--- src/rtl/byte_port_shifter.sv ---
// Byte output-port FIFO feeding a 74HC595-style serial chain (ser/srclk/rclk).
// Optional dropped-strobe counter port ovf_cnt_o when BYTE_SHIFT_OVF_CNT_EN is defined.
module byte_port_shifter #(
   parameter int unsigned DEPTH   = 8,
   parameter int unsigned CLK_DIV = 4
) (
   input  logic       clk,
   input  logic       resetn,
   input  logic [7:0] byte_i,
   input  logic       byte_en_i,
   output logic       ser_o,
   output logic       srclk_o,
   output logic       rclk_o,
   output logic       busy_o,
   output logic       full_o,
   output logic       empty_o,
   output logic       ovf_o
`ifdef BYTE_SHIFT_OVF_CNT_EN
   ,
   output logic [7:0] ovf_cnt_o
`endif
);

   localparam int unsigned AW = $clog2(DEPTH);
   localparam int unsigned DW = (CLK_DIV > 1) ? $clog2(CLK_DIV) : 1;
   localparam logic [DW-1:0] DivLast = DW'(CLK_DIV - 1);
   localparam logic [AW:0]   CntFull = (AW + 1)'(DEPTH);

   localparam logic [2:0] StIdle    = 3'd0;
   localparam logic [2:0] StLoad    = 3'd1;
   localparam logic [2:0] StShiftLo = 3'd2;
   localparam logic [2:0] StShiftHi = 3'd3;
   localparam logic [2:0] StLatch   = 3'd4;

   logic [7:0]    mem_q [DEPTH];
   logic [AW-1:0] wr_ptr_q, wr_ptr_d, rd_ptr_q, rd_ptr_d;
   logic [AW:0]   count_q, count_d;
   logic [2:0]    state_q, state_d;
   logic [DW-1:0] div_q, div_d;
   logic [3:0]    bit_q, bit_d;
   logic [7:0]    shreg_q, shreg_d;
   logic          ser_q, ser_d, srclk_q, srclk_d, rclk_q, rclk_d;
   logic          busy_q, busy_d, full_q, full_d, empty_q, empty_d, ovf_q, ovf_d;
   logic          push, pop, drop;

   // A pop in the same cycle frees a slot, so a full FIFO still accepts during LOAD.
   always_comb begin
      pop      = (state_q == StLoad);
      push     = byte_en_i && ((count_q != CntFull) || pop);
      drop     = byte_en_i && !push;
      wr_ptr_d = wr_ptr_q + AW'(push);
      rd_ptr_d = rd_ptr_q + AW'(pop);
      count_d  = count_q + (AW + 1)'(push) - (AW + 1)'(pop);
      full_d   = (count_d == CntFull);
      empty_d  = (count_d == '0);
      busy_d   = (state_q != StIdle) || (count_q != '0);
   end

   always_comb begin
      state_d = state_q;
      div_d   = div_q;
      bit_d   = bit_q;
      shreg_d = shreg_q;
      ser_d   = ser_q;
      case (state_q)
         StIdle: begin
            ser_d = 1'b0;
            if (count_q != '0) state_d = StLoad;
         end
         StLoad: begin
            shreg_d = mem_q[rd_ptr_q];
            ser_d   = mem_q[rd_ptr_q][7];
            bit_d   = 4'd0;
            div_d   = '0;
            state_d = StShiftLo;
         end
         StShiftLo: begin
            if (div_q == DivLast) begin
               div_d   = '0;
               state_d = StShiftHi;
            end else begin
               div_d = div_q + 1'b1;
            end
         end
         StShiftHi: begin
            // Data advances together with the srclk falling edge, never while high.
            if (div_q == DivLast) begin
               div_d   = '0;
               shreg_d = {shreg_q[6:0], 1'b0};
               ser_d   = shreg_q[6];
               bit_d   = bit_q + 4'd1;
               state_d = (bit_q == 4'd7) ? StLatch : StShiftLo;
            end else begin
               div_d = div_q + 1'b1;
            end
         end
         StLatch: begin
            if (div_q == DivLast) begin
               div_d   = '0;
               state_d = StIdle;
            end else begin
               div_d = div_q + 1'b1;
            end
         end
         default: state_d = StIdle;
      endcase
      srclk_d = (state_d == StShiftHi);
      rclk_d  = (state_d == StLatch);
   end

`ifdef BYTE_SHIFT_OVF_CNT_EN
   logic [7:0] ovf_cnt_q, ovf_cnt_d;

   always_comb begin
      ovf_cnt_d = ovf_cnt_q;
      if (drop && (ovf_cnt_q != 8'hFF)) ovf_cnt_d = ovf_cnt_q + 8'd1;
      ovf_d = (ovf_cnt_d != 8'd0);
   end

   always_ff @(posedge clk or negedge resetn) begin
      if (!resetn) ovf_cnt_q <= 8'd0;
      else         ovf_cnt_q <= ovf_cnt_d;
   end

   assign ovf_cnt_o = ovf_cnt_q;
`else
   always_comb ovf_d = ovf_q | drop;
`endif

   always_ff @(posedge clk) begin
      if (push) mem_q[wr_ptr_q] <= byte_i;
   end

   always_ff @(posedge clk or negedge resetn) begin
      if (!resetn) begin
         wr_ptr_q <= '0;
         rd_ptr_q <= '0;
         count_q  <= '0;
         state_q  <= StIdle;
         div_q    <= '0;
         bit_q    <= 4'd0;
         shreg_q  <= 8'd0;
         ser_q    <= 1'b0;
         srclk_q  <= 1'b0;
         rclk_q   <= 1'b0;
         busy_q   <= 1'b0;
         full_q   <= 1'b0;
         empty_q  <= 1'b1;
         ovf_q    <= 1'b0;
      end else begin
         wr_ptr_q <= wr_ptr_d;
         rd_ptr_q <= rd_ptr_d;
         count_q  <= count_d;
         state_q  <= state_d;
         div_q    <= div_d;
         bit_q    <= bit_d;
         shreg_q  <= shreg_d;
         ser_q    <= ser_d;
         srclk_q  <= srclk_d;
         rclk_q   <= rclk_d;
         busy_q   <= busy_d;
         full_q   <= full_d;
         empty_q  <= empty_d;
         ovf_q    <= ovf_d;
      end
   end

   assign ser_o   = ser_q;
   assign srclk_o = srclk_q;
   assign rclk_o  = rclk_q;
   assign busy_o  = busy_q;
   assign full_o  = full_q;
   assign empty_o = empty_q;
   assign ovf_o   = ovf_q;

endmodule

--- config.mk ---
export PLATFORM = sky130hd
export DESIGN_NAME = byte_port_shifter
export DESIGN_NICKNAME = d
export VERILOG_FILES = /design/src/rtl/byte_port_shifter.sv
export SDC_FILE = /design/constraint.sdc
export NUM_CORES = 1
export LEC_CHECK = 0
export ABC_AREA = 1
export BUFFER_PORTS_ARGS = -buffer_cell sky130_fd_sc_hd__buf_2
export CAP_MARGIN = 20
export CORE_MARGIN = 3
export CORE_UTILIZATION = 35
export CTS_CLUSTER_DIAMETER = 50
export CTS_CLUSTER_SIZE = 14
export DETAILED_ROUTE_END_ITERATION = 16
export GPL_ROUTABILITY_DRIVEN = 0
export PLACE_DENSITY_LB_ADDON = 0.3
export SYNTH_ARGS = -nofsm -noshare
export SYNTH_HDL_FRONTEND = slang
export SYNTH_SLANG_ARGS = --single-unit
--- constraint.sdc ---
create_clock -name clk -period 5.59 [get_ports clk]
set_input_delay 0.2795 -clock clk [delete_from_list [all_inputs] [get_ports clk]]
set_output_delay 0.2795 -clock clk [all_outputs]
set_load 0.05 [all_outputs]
# Yosys cells after proc, flatten, opt, wreduce, memory -nomap -nowiden
# Memory sizes are Yosys's and may differ from the RTL's.
# Cells that the tools add are included.
[classes]
n_addsub = 6
multipliers = 0
div_mod_pow = 0
n_lt_le_gt_ge = 0
n_eq_ne = 11
shifts = 0
n_mux = 16
bitwise_logic = 1
reduce_logical = 15
[op_table]
columns = ["operator", "count"]
rows = [
  ["$mux 3", 5],
  ["$pmux 3 s5", 1],
  ["$pmux 7 s2", 1],
  ["$eq 3x2->1 const B", 3],
  ["$pmux 4 s2", 1],
  ["$mux 7", 1],
  ["$add 3x1->3", 2],
  ["$eq 3x3->1 const B", 2],
  ["$reduce_bool 3->1", 2],
  ["$add 4x1->4", 1],
  ["$add 4x1->4 const B", 1],
  ["$eq 4x3->1 const B", 1],
  ["$eq 4x4->1 const B", 1],
  ["$logic_not 4->1", 1],
  ["$mux 4", 1],
  ["$ne 4x4->1 const B", 1],
  ["$pmux 2 s2", 1],
  ["$reduce_and 2->1", 2],
  ["$reduce_bool 2->1", 2],
  ["$reduce_bool 4->1", 1],
  ["$sub 4x1->4", 1],
  ["$eq 3x1->1 const B", 1],
  ["$logic_not 3->1", 1],
  ["$mux 1", 3],
  ["10 further kinds", 12],
]
[word_totals]
reg_bits = 33
latch_bits = 0
ramBits = 64
rom_bits = 0
in_bits = 11
out_inout_bits = 7
mem_count = 1
[mem_list]
columns = ["name", "words", "width", "read_ports", "rd_ports_with_merged_regs", "write_ports", "line", "text"]
rows = [
  ["mem_q", 8, 8, 1, 0, 1, "35", "logic [7:0] mem_q [DEPTH];"],
]

# Depth between registers and ports, before layout
# Gate-level depths: netlist of run 1.
[logic_depth]
depth_word = 6
depth_mapped = 11

# Worst setup path after synthesis of run 1
# OpenSTA, ideal clock, no wires.
[synth_timing]
path_kind = "reg-to-reg"
start = "register state_q[2]"
end = "register full_q (netlist: full_o)"
setup_time_ps = 73
arrival_ps = 2234
required_ps = 5517
path_slack_ps = 3283
path_stages_with_launch = 12
period_less_slack_ps = 2307
path_cell_list = "dfrtp_1 -> inv_4 -> nand3_4 -> a31oi_4 -> nand2_1 -> nand2_1 -> ha_1 -> inv_1 -> fa_1 -> inv_1 -> or3_1 -> nor2b_1"
[synth_between]
elab_chain_cells = 6
[synth_rtl]
columns = ["item", "line", "text"]
rows = [
  ["start: declaration", "38", "logic [2:0] state_q, state_d;"],
  ["start signal: assignment", "139", "state_q <= StIdle;"],
  ["start signal: assignment", "154", "state_q <= state_d;"],
  ["$eq 3x1->1 *", "48", "pop = (state_q == StLoad);"],
  ["$logic_or 1x1->1", "49", "push = byte_en_i && ((count_q != CntFull) || pop);"],
  ["$logic_and 1x1->1", "49", ""],
  ["$add 4x1->4", "53", "count_d = count_q + (AW + 1)'(push) - (AW + 1)'(pop);"],
  ["$sub 4x1->4 *", "53", ""],
  ["via count_d[1]", "37", "logic [AW:0] count_q, count_d;"],
  ["$eq 4x4->1 *", "54", "full_d = (count_d == CntFull);"],
  ["via full_d", "43", "logic busy_q, busy_d, full_q, full_d, empty_q, empty_d, ovf_q, ovf_d;"],
  ["end signal: assignment", "162", "full_q <= full_d;"],
  ["end: declaration", "43", ""],
]
# The timed path passes the listed nets; every way through them passes the cells marked *.
# A chain may end at the register's enable or synchronous reset.

# Worst setup path in the final report of run 1
# Ends and elaborated chain as after synthesis.

==> qor.txt, run 1 <==
Max IR drop VDD: 0.237 mV
crit path DAT: 2.82 ns
setup TNS: 0 ns
vias per cell: 4.95
layout cells sized above 1: 0.108
crit path capture type: flop
gr ovfl total: 0
Worst EP required: 5.86 ns
final setup fails: 0
vias in the first global route: 2753
startpoint types: flop
starting density of the core: 0.366
synth top area cells: edfxtp_1, dfrtp_1, nand2_1
initial antenna violation count: 0
chip height: 116 microns
post-DP HPWL: 5290 microns
Total Power: 0.00180 W
post-synth top area share: 0.453
final worst path period need: 2.55 ns
port buffer count: 17
Total Routing Usage GR: 0.136
postcts setup bufs: 0
# clock sinks: 97
CTS tree: built
DR iter-0 viols: 253
Crit Path Class: flop to flop
Cell Pwr Density: 379 nW/um^2
Yosys top cell by area: edfxtp_1
Placement Rows: 39
Reg clk slew, reported paths: 0.06 ns
Clock Tree Buf Depth: 2
top-count cell post-synth: nand2_1
total iterations of the first detailed-routing run: 5
fmax: 392 MHz
vias: 2767
Synth Instances: 395
Seq/Total Area, Yosys: 0.647
top-level I/O count: 18
Most used DFF post-synth: edfxtp_1
total of max-cap violations: 0
Routed Wire Length: 8380 microns
RSZ-0062 raised after global routing: false
Tightest Pin Transition: 0.941 ns
Final Max Tran Viols: 0
#FFs+latches synth: 97
Mean Syn Cell Area: 10.8 sq um
largest net degree at the start of global routing: 35
Avg WL per Cell: 15.0 microns
nets@finish: 433
period utilization: 0.457
die area: 13500 sq um
min-delay worst type: input pin to asynchronous set/reset pin
synthesized area: 4250 sq um
synth cell count leaders: nand2_1, edfxtp_1, inv_1, nand3_1, nor2_1
root buffer selected by CTS: clkbuf_16
first-pass GRT wire length: 13800 microns
drt drc: 0
number of synthesized flops with an enable pin: 64
die width: 116 microns
clock skew: 0.00388 ns
Rel. slew slack: 0.370
leakage: 2.01 nW
cts hold-fix bufs: 0
CTS Buf Count: 9
Clock Latency Late Sink: 0.34 ns
status: completed
final hold vios: 0
DRT antenna net count: 0
syn nets: 417
antenna cells: 0
YS warnings: 0
core area: 11600 sq um
crit-path max FO: 8
post-synthesis cell type count: 33
PostCTS Resize Cnt: 0
Synth async-reset ratio: 0.340
# H-tree levels: 3
Syn-to-layout area delta: 11.6%
[through the flow]
step / setup WS (ns) / instances / hold slack (ns) / utilization / instance area, sq um
after CTS: 3.03 / 559 / 0.0214 / 0.408 / 4740
after global placement: 3.14 / 543 / 0.378 / 0.383 / 4450
after global routing: 2.89 / 559 / 0.0732 / 0.408 / 4740
after floorplan: 3.28 / 395 / -0.0161 / - / 4250
final: 3.04 / 559 / 0.00533 / 0.408 / 4740
after detailed placement: 3.04 / 543 / 0.387 / 0.383 / 4450
[per-layer routing]
layer / track usage / wire length, microns / up-vias
met5: 0 / 0 / -
met4: 0.0657 / 214 / 0
met3: 0.0269 / 384 / 15
met2: 0.217 / 4070 / 67
met1: 0.177 / 3710 / 1335
li1: - / - / 1350
[registers in the layout (all words and copies together) (netlist names), 2 cells and up]
name / flops
shreg_q: 7
div_q: 2
mem_q: 64
count_q: 4
state_q: 3
bit_q: 4
wr_ptr_q: 3
rd_ptr_q: 3
[cells in the final DEF, fill, tap and decap left out, types with 9 or more instances in the layout]
cell	netlist	layout
a21oi_1	16	16
buf_2	9	17
clkbuf_16	0	9
dfrtp_1	32	32
edfxtp_1	64	64
ha_1	10	10
inv_1	50	50
nand2_1	83	83
nand3_1	43	43
nor2_1	35	35
o21ai_0	15	15
[path summary, 6_finish.rpt]
check	depth (start not counted)	from	to	slack, ns
worst min register to register	2	shreg_q[6]$_DFFE_PN0P_	shreg_q[6]$_DFFE_PN0P_	0.49
worst max-delay path	11	state_q[2]$_DFF_PN0_	full_o$_DFF_PN0_	3.04
worst min-delay path	1	resetn	shreg_q[1]$_DFFE_PN0P_	0.005
max in group asynchronous	1	resetn	div_q[0]$_DFFE_PN0P_	5.10
min in group clk	1	byte_i[7]	mem_q[6][7]$_DFFE_PP_	0.22
worst max register to register	11	state_q[2]$_DFF_PN0_	full_o$_DFF_PN0_	3.04
[worst max-delay path: stages, from the launching register on]
cell     delay, ns
dfrtp_1       0.48
inv_4         0.14
nand3_4       0.17
a31oi_4       0.29
nand2_1       0.09
nand2_1       0.09
ha_1          0.17
inv_1         0.05
fa_1          0.47
inv_1         0.05
or3_1         0.36
nor2b_1       0.11
[cells by family (layout without fill, tap and decap cells)]
| group | Yosys count | in the layout | share of synthesized area |
|---|---|---|---|
| flip-flops | 97 | 97 | 0.647 |
| buffers and inverters | 66 | 87 | 0.0645 |
| AND/OR/NAND/NOR | 175 | 175 | 0.185 |
| XOR/XNOR | 4 | 4 | 0.00825 |
| adder cells (fa/ha/maj) | 11 | 11 | 0.0342 |
| AO/OA/AOI/OAI | 42 | 42 | 0.0607 |
[cell type report]
type                       instances  area, sq um
clock buffer                      10          229
clock inverter                     6         58.8
fill                            1106         6880
sequential                        97         2750
tap                              143          179
multi-input combinational        232         1220
timing repair buffer              18         92.6
inverter                          53          206
[where the power goes]
| part | internal (W) | leakage (nW) | switching, W |
|---|---|---|---|
| combinational | 0.0000943 | 0.910 | 0.000189 |
| clock | 0.000344 | 0.138 | 0.000250 |
| sequential | 0.000879 | 0.968 | 0.0000391 |
| total | 0.00132 | 2.01 | 0.000479 |
Power figures use the tool's default switching activity.
==> run 2: changes to the inputs <==
clock period = 2.6 ns   (was 5.59 ns; I/O delays follow)
==> qor.txt, run 2 (synthesis gave the netlist of run 1 again) <==
antenna cells: 0 (unchanged)
crit path DAT: 2.65 ns (was 2.82 ns)
chip height: 116 microns (unchanged)
core area: 11600 sq um (unchanged)
Tightest Pin Transition: 0.739 ns (was 0.941 ns)
layout cells sized above 1: 0.138 (was 0.108)
# clock sinks: 97 (unchanged)
Placement Rows: 39 (unchanged)
period utilization: 0.915 (was 0.457)
post-DP HPWL: 5200 microns (was 5290 microns)
# H-tree levels: 3 (unchanged)
DR iter-0 viols: 231 (was 253)
final setup fails: 0 (unchanged)
first-pass GRT wire length: 13400 microns (was 13800 microns)
setup TNS: 0 ns (unchanged)
cts hold-fix bufs: 1 (was 0)
vias per cell: 4.80 (was 4.95)
PostCTS Resize Cnt: 0 (unchanged)
Largest register FFs: 64 (unchanged)
layout filler cell count: 1120 (was 1106)
starting density of the core: 0.366 (unchanged)
CTS tree: built (unchanged)
port buffer count: 17 (unchanged)
leakage: 2.09 nW (was 2.01 nW)
initial antenna violation count: 0 (unchanged)
Worst EP required: 2.87 ns (was 5.86 ns)
Rel. slew slack: 0.507 (was 0.370)
drt drc: 0 (unchanged)
CTS Buf Count: 9 (unchanged)
most common cell after layout, fill and taps aside: nand2_1 (unchanged)
top-level I/O count: 18 (unchanged)
nets@finish: 445 (was 433)
min-delay worst type: input pin to flop (was input pin to asynchronous set/reset pin)
Clock Tree Buf Depth: 2 (unchanged)
startpoint types: flop (unchanged)
fmax: 420 MHz (was 392 MHz)
Reg clk slew, reported paths: 0.07 ns (was 0.06 ns)
Syn-to-layout area delta: 14.4% (was 11.6%)
root buffer selected by CTS: clkbuf_16 (unchanged)
Max IR drop VDD: 0.454 mV (was 0.237 mV)
postcts setup bufs: 0 (unchanged)
gr ovfl total: 0 (unchanged)
final worst path period need: 2.38 ns (was 2.55 ns)
Total Routing Usage GR: 0.132 (was 0.136)
final hold vios: 0 (unchanged)
cell chain of the critical path: inv_4 -> nand3_4 -> nor2_1 -> inv_1 -> nand2_1 -> ha_1 -> inv_1 -> fa_1 -> inv_1 -> or3_1 -> nor2b_1 (was inv_4 -> nand3_4 -> a31oi_4 -> nand2_1 -> nand2_1 -> ha_1 -> inv_1 -> fa_1 -> inv_1 -> or3_1 -> nor2b_1)
status: completed (unchanged)
DP Worst Slack: 0.231 ns (was 3.04 ns)
vias: 2739 (was 2767)
largest register by flop count: mem_q (unchanged)
Crit path top cell by count: inv_1
Worst path top cell family by delay: simple AND/OR/NAND/NOR gates (unchanged)
largest net degree at the start of global routing: 34 (was 35)
most frequent cells in the layout: nand2_1, edfxtp_1, inv_1, nand3_1, nor2_1 (unchanged)
clock skew: 0.00496 ns (was 0.00388 ns)
Placed Area: 4530 sq um (was 4450 sq um)
RSZ-0062 raised after global routing: false (unchanged)
Avg WL per Cell: 14.6 microns (was 15.0 microns)
crit-path max FO: 8 (unchanged)
final worst slack: 0.220 ns (was 3.04 ns)
Cell Pwr Density: 823 nW/um^2 (was 379 nW/um^2)
crit path capture type: flop (unchanged)
largest registers: mem_q x64, shreg_q x7 (unchanged)
Clock Latency Late Sink: 0.34 ns (about the same)
CP max stage delay: 0.48 ns (about the same)
Crit path buffers/inverters: 4 (was 3)
DRT antenna net count: 0 (unchanged)
Crit Path Class: flop to flop (unchanged)
Final Max Tran Viols: 0 (unchanged)
Routed Wire Length: 8330 microns (was 8380 microns)
total of max-cap violations: 0 (unchanged)
vias in the first global route: 2662 (was 2753)
Slowest cell on crit path: fa_1 (was dfrtp_1)
Finished Cell Area: 4860 sq um (was 4740 sq um)
die area: 13500 sq um (unchanged)
total iterations of the first detailed-routing run: 6 (was 5)
die width: 116 microns (unchanged)
run 2: worst reg2reg max path: stages, from the launching register on:
cell and delay [ns]:
dfrtp_1 0.47, inv_4 0.14, nand3_4 0.12, nor2_1 0.19, inv_1 0.09, nand2_1 0.08, ha_1 0.16, inv_1 0.05
fa_1 0.48, inv_1 0.05, or3_1 0.36, nor2b_1 0.12
run 2: layout make-up:
type                       count  area (sq um)  area share
sequential                    97          2750       0.566
multi-input combinational    232          1220       0.252
clock buffer                  10           239      0.0492
inverter                      53           206      0.0425
timing repair buffer          30           185      0.0381
tap                          143           179      0.0368
clock inverter                 6          75.1      0.0155
run 2: metrics by stage:
stage / instances / power (W) / utilization / hold slack [ns]
finish: 571 / 0.00400 / 0.418 / 0.0573
global placement: 554 / 0.00265 / 0.390 / 0.232
floorplan: 395 / 0.00244 / - / -0.166
detailed placement: 554 / 0.00267 / 0.390 / 0.246
global route: 571 / 0.00421 / 0.418 / 0.0628
CTS: 571 / 0.00404 / 0.418 / 0.0518
run 2: metal layers:
metal  wire length (microns)  global-route usage  up-vias  share of wire
met3                     392              0.0269       20          0.047
met4                     234              0.0619        0          0.028
met5                       0                   0        -              0
met1                    3710               0.173     1298           0.45
li1                        -                   -     1369              -
met2                    3990               0.213       52           0.48
run 2: power breakdown:
part,total (W),switching [W],internal [W]
clock network,0.00136,0.000576,0.000785
registers,0.00197,0.0000802,0.00189
logic,0.000672,0.000430,0.000242
run 2: path summary, 6_finish.rpt:
path                                       from                      to  slack (ns)  cells past startpoint
min                                   byte_i[1]   mem_q[0][1]$_DFFE_PP_        0.06                      1
max in group asynchronous                resetn   rd_ptr_q[0]$_DFF_PN0_        1.74                      2
min in group asynchronous                resetn  shreg_q[3]$_DFFE_PN0P_        0.39                      2
max                        state_q[2]$_DFF_PN0_        full_o$_DFF_PN0_        0.22                     11
max reg2reg                state_q[2]$_DFF_PN0_        full_o$_DFF_PN0_        0.22                     11
min reg2reg                div_q[0]$_DFFE_PN0P_    div_q[0]$_DFFE_PN0P_        0.48                      1
==> run 3: changes to the inputs <==
ABC_AREA = default   (was 1)
==> qor.txt, run 3 <==
status: completed (unchanged)
initial antenna violation count: 0 (unchanged)
Most used DFF post-synth: edfxtp_1 (unchanged)
setup TNS: 0 ns (unchanged)
nets@finish: 347 (was 445)
core area: 11600 sq um (about the same)
YS warnings: 0 (unchanged)
top sig layer: met4 (unchanged)
drt drc: 0 (unchanged)
Reg clk slew, reported paths: 0.07 ns (about the same)
Syn-to-layout area delta: 15.9% (was 14.4%)
post-synthesis cell type count: 45 (was 33)
period utilization: 0.961 (was 0.915)
# H-tree levels: 3 (unchanged)
root buffer selected by CTS: clkbuf_16 (unchanged)
final worst path period need: 2.50 ns (was 2.38 ns)
synth cell count leaders: edfxtp_1, dfrtp_1, nand2_1, mux2i_1, a22oi_1 (was nand2_1, edfxtp_1, inv_1, nand3_1, nor2_1)
DR WL met3: 408 microns (was 392 microns)
number of synthesized flops with an enable pin: 64 (unchanged)
largest registers: mem_q x64, shreg_q x7 (unchanged)
CTS tree: built (unchanged)
Hold Crit Depth: 1 (unchanged)
total iterations of the first detailed-routing run: 7 (was 6)
port buffer count: 17 (unchanged)
worst r2r src: state_q[2]$_DFF_PN0_ (unchanged)
# clock sinks: 97 (unchanged)
startpoint types: flop (unchanged)
Seq/Total Area, Yosys: 0.654 (was 0.647)
total of max-cap violations: 0 (unchanged)
clock skew: 0.0107 ns (was 0.00496 ns)
CTS Buf Count: 9 (unchanged)
Clock Tree Buf Depth: 2 (unchanged)
first-pass GRT wire length: 12600 microns (was 13400 microns)
Synth Instances: 291 (was 395)
layout cells sized above 1: 0.221 (was 0.138)
Rel. slew slack: 0.498 (was 0.507)
Placement Rows: 39 (unchanged)
leakage: 2.03 nW (was 2.09 nW)
Worst EP required: 2.87 ns (about the same)
Final Max Tran Viols: 0 (unchanged)
#FFs+latches synth: 97 (unchanged)
Crit Path Class: flop to flop (unchanged)
vias per cell: 5.12 (was 4.80)
Max IR drop VDD: 0.477 mV (was 0.454 mV)
Crit path buffers/inverters: 3 (was 4)
synthesized area: 4210 sq um (was 4250 sq um)
die area: 13400 sq um (was 13500 sq um)
top-level I/O count: 18 (unchanged)
RSZ-0062 raised after global routing: false (unchanged)
wire length on met1: 3530 microns (was 3710 microns)
most common cell after layout, fill and taps aside: edfxtp_1 (was nand2_1)
Total Power: 0.00401 W (was 0.00400 W)
CP max stage delay: 0.47 ns (was 0.48 ns)
Tightest Pin Transition: 0.753 ns (was 0.739 ns)
hold endpoint: mem_q[3][4]$_DFFE_PP_ (was mem_q[0][1]$_DFFE_PP_)
min-delay worst type: input pin to flop (unchanged)
area occupied by multi-input gates: 1340 sq um (was 1220 sq um)
Worst path top cell family by delay: simple AND/OR/NAND/NOR gates (unchanged)
Total Routing Usage GR: 0.124 (was 0.132)
starting density of the core: 0.364 (was 0.366)
Yosys top cell by area: edfxtp_1 (unchanged)
antenna cells: 0 (unchanged)
Crit path top cell by count: inv_1 (unchanged)
Mean Syn Cell Area: 14.5 sq um (was 10.8 sq um)
fmax: 400 MHz (was 420 MHz)
Worst R2R End: full_o$_DFF_PN0_ (unchanged)
Synth async-reset ratio: 0.340 (unchanged)
crit-path max FO: 4 (was 8)
Cell Pwr Density: 822 nW/um^2 (was 823 nW/um^2)
vias: 2422 (was 2739)
post-DP HPWL: 4980 microns (was 5200 microns)
vias in the first global route: 2364 (was 2662)
cell chain of the critical path: or3b_4 -> or2_4 -> clkinv_1 -> a21o_1 -> ha_1 -> inv_1 -> fa_1 -> inv_1 -> or3_4 -> nor2b_1 (was inv_4 -> nand3_4 -> nor2_1 -> inv_1 -> nand2_1 -> ha_1 -> inv_1 -> fa_1 -> inv_1 -> or3_1 -> nor2b_1)
crit path DAT: 2.77 ns (was 2.65 ns)
final setup fails: 0 (unchanged)
sequential standard cell area: 2750 sq um (unchanged)
top-count cell post-synth: edfxtp_1 (was nand2_1)
hold path startpoint: byte_i[4] (was byte_i[1])
post-synth top area share: 0.457 (was 0.453)
DR iter-0 viols: 133 (was 231)
die width: 116 microns (about the same)
Slowest cell on crit path: fa_1 (unchanged)
DRT antenna net count: 0 (unchanged)
largest net degree at the start of global routing: 34 (unchanged)
most frequent cells in the layout: edfxtp_1, dfrtp_1, nand2_1, mux2i_1, buf_4 (was nand2_1, edfxtp_1, inv_1, nand3_1, nor2_1)
gr ovfl total: 0 (unchanged)
Routed Wire Length: 7820 microns (was 8330 microns)
layout filler cell count: 1042 (was 1120)
final hold vios: 0 (unchanged)
Clock Latency Late Sink: 0.34 ns (about the same)
syn nets: 313 (was 417)
synth top area cells: edfxtp_1, dfrtp_1, mux2i_1 (was edfxtp_1, dfrtp_1, nand2_1)
wire length on met2: 3830 microns (was 3990 microns)
Largest register FFs: 64 (unchanged)
crit path capture type: flop (unchanged)
Reg2Reg Setup Slack: 0.10 ns (was 0.22 ns)
chip height: 116 microns (about the same)
R2R cell count: 10 (was 11)
largest register by flop count: mem_q (unchanged)
Avg WL per Cell: 16.5 microns (was 14.6 microns)
run 3: cell types whose count changed in the layout (fill, tap and decap cells not counted), sizes merged, moves of 6 or more:
cell   before  now
nor2       36    9
a22oi       0   17
buf        29   36
mux2i       0   22
nor3        0    6
nand2      88   23
o22ai       1    7
a21oi      17    1
o21ai      15    4
inv        55   16
nand3      44    9
mux2        0    7
run 3: metal layers:
| layer | vias to the layer above | track usage |
|---|---|---|
| li1 | 1156 | - |
| met3 | 6 | 0.0277 |
| met2 | 48 | 0.204 |
| met4 | 0 | 0.0309 |
| met1 | 1212 | 0.170 |
| met5 | - | 0 |
run 3: layout make-up:
cell class / instances / share of cell area
multi-input combinational: 167 / 0.274
clock inverter: 6 / 0.0164
timing repair buffer: 37 / 0.0513
inverter: 13 / 0.0100
sequential: 97 / 0.564
clock buffer: 10 / 0.0470
tap: 143 / 0.0367
run 3: logic make-up after synthesis:
group / share of synthesized area
buffers and inverters: 0.0306
adder cells (fa/ha/maj): 0.0345
multiplexers: 0.0872
XOR/XNOR: 0.0146
flip-flops: 0.654
AND/OR/NAND/NOR: 0.0997
AO/OA/AOI/OAI: 0.0797
run 3: power by group:
group | internal, W | switching (W) | total [W]
Clock | 0.000771 | 0.000601 | 0.00137
Sequential | 0.00188 | 0.000101 | 0.00198
Combinational | 0.000268 | 0.000384 | 0.000652
run 3: through the flow:
| stage | std cells | setup WS [ns] | hold WS [ns] | instance area, sq um | util |
|---|---|---|---|---|---|
| after global placement | 455 | 0.0897 | 0.243 | 4540 | 0.392 |
| after CTS | 472 | 0.0692 | 0.0443 | 4860 | 0.420 |
| final | 473 | 0.101 | 0.0588 | 4870 | 0.421 |
| after detailed placement | 455 | 0.0147 | 0.258 | 4540 | 0.392 |
| after floorplan | 291 | 0.0912 | -0.166 | 4210 | - |
| after global routing | 473 | 0.0152 | 0.0662 | 4870 | 0.421 |
run 3: worst max-delay path by stage:
stage / start / end / slack, ns / cells after the start
floorplan: state_q[0]$_DFF_PN0_ / full_o$_DFF_PN0_ / 0.09 / 12
global placement: state_q[1]$_DFF_PN0_ / full_o$_DFF_PN0_ / 0.09 / 10
global route: state_q[2]$_DFF_PN0_ / full_o$_DFF_PN0_ / 0.02 / 10
detailed placement: state_q[1]$_DFF_PN0_ / full_o$_DFF_PN0_ / 0.01 / 10
CTS: state_q[1]$_DFF_PN0_ / full_o$_DFF_PN0_ / 0.07 / 10
finish: state_q[2]$_DFF_PN0_ / full_o$_DFF_PN0_ / 0.10 / 10
run 3: timing repair:
action / in CTS / in global routing
setup buffers: 0 / 1
endpoints found under the hold margin: 32 / 0
pin swaps: 0 / 1
hold buffers: 1 / 0
gates resized for setup: 1 / 2
setup endpoints to repair: 2 / 2
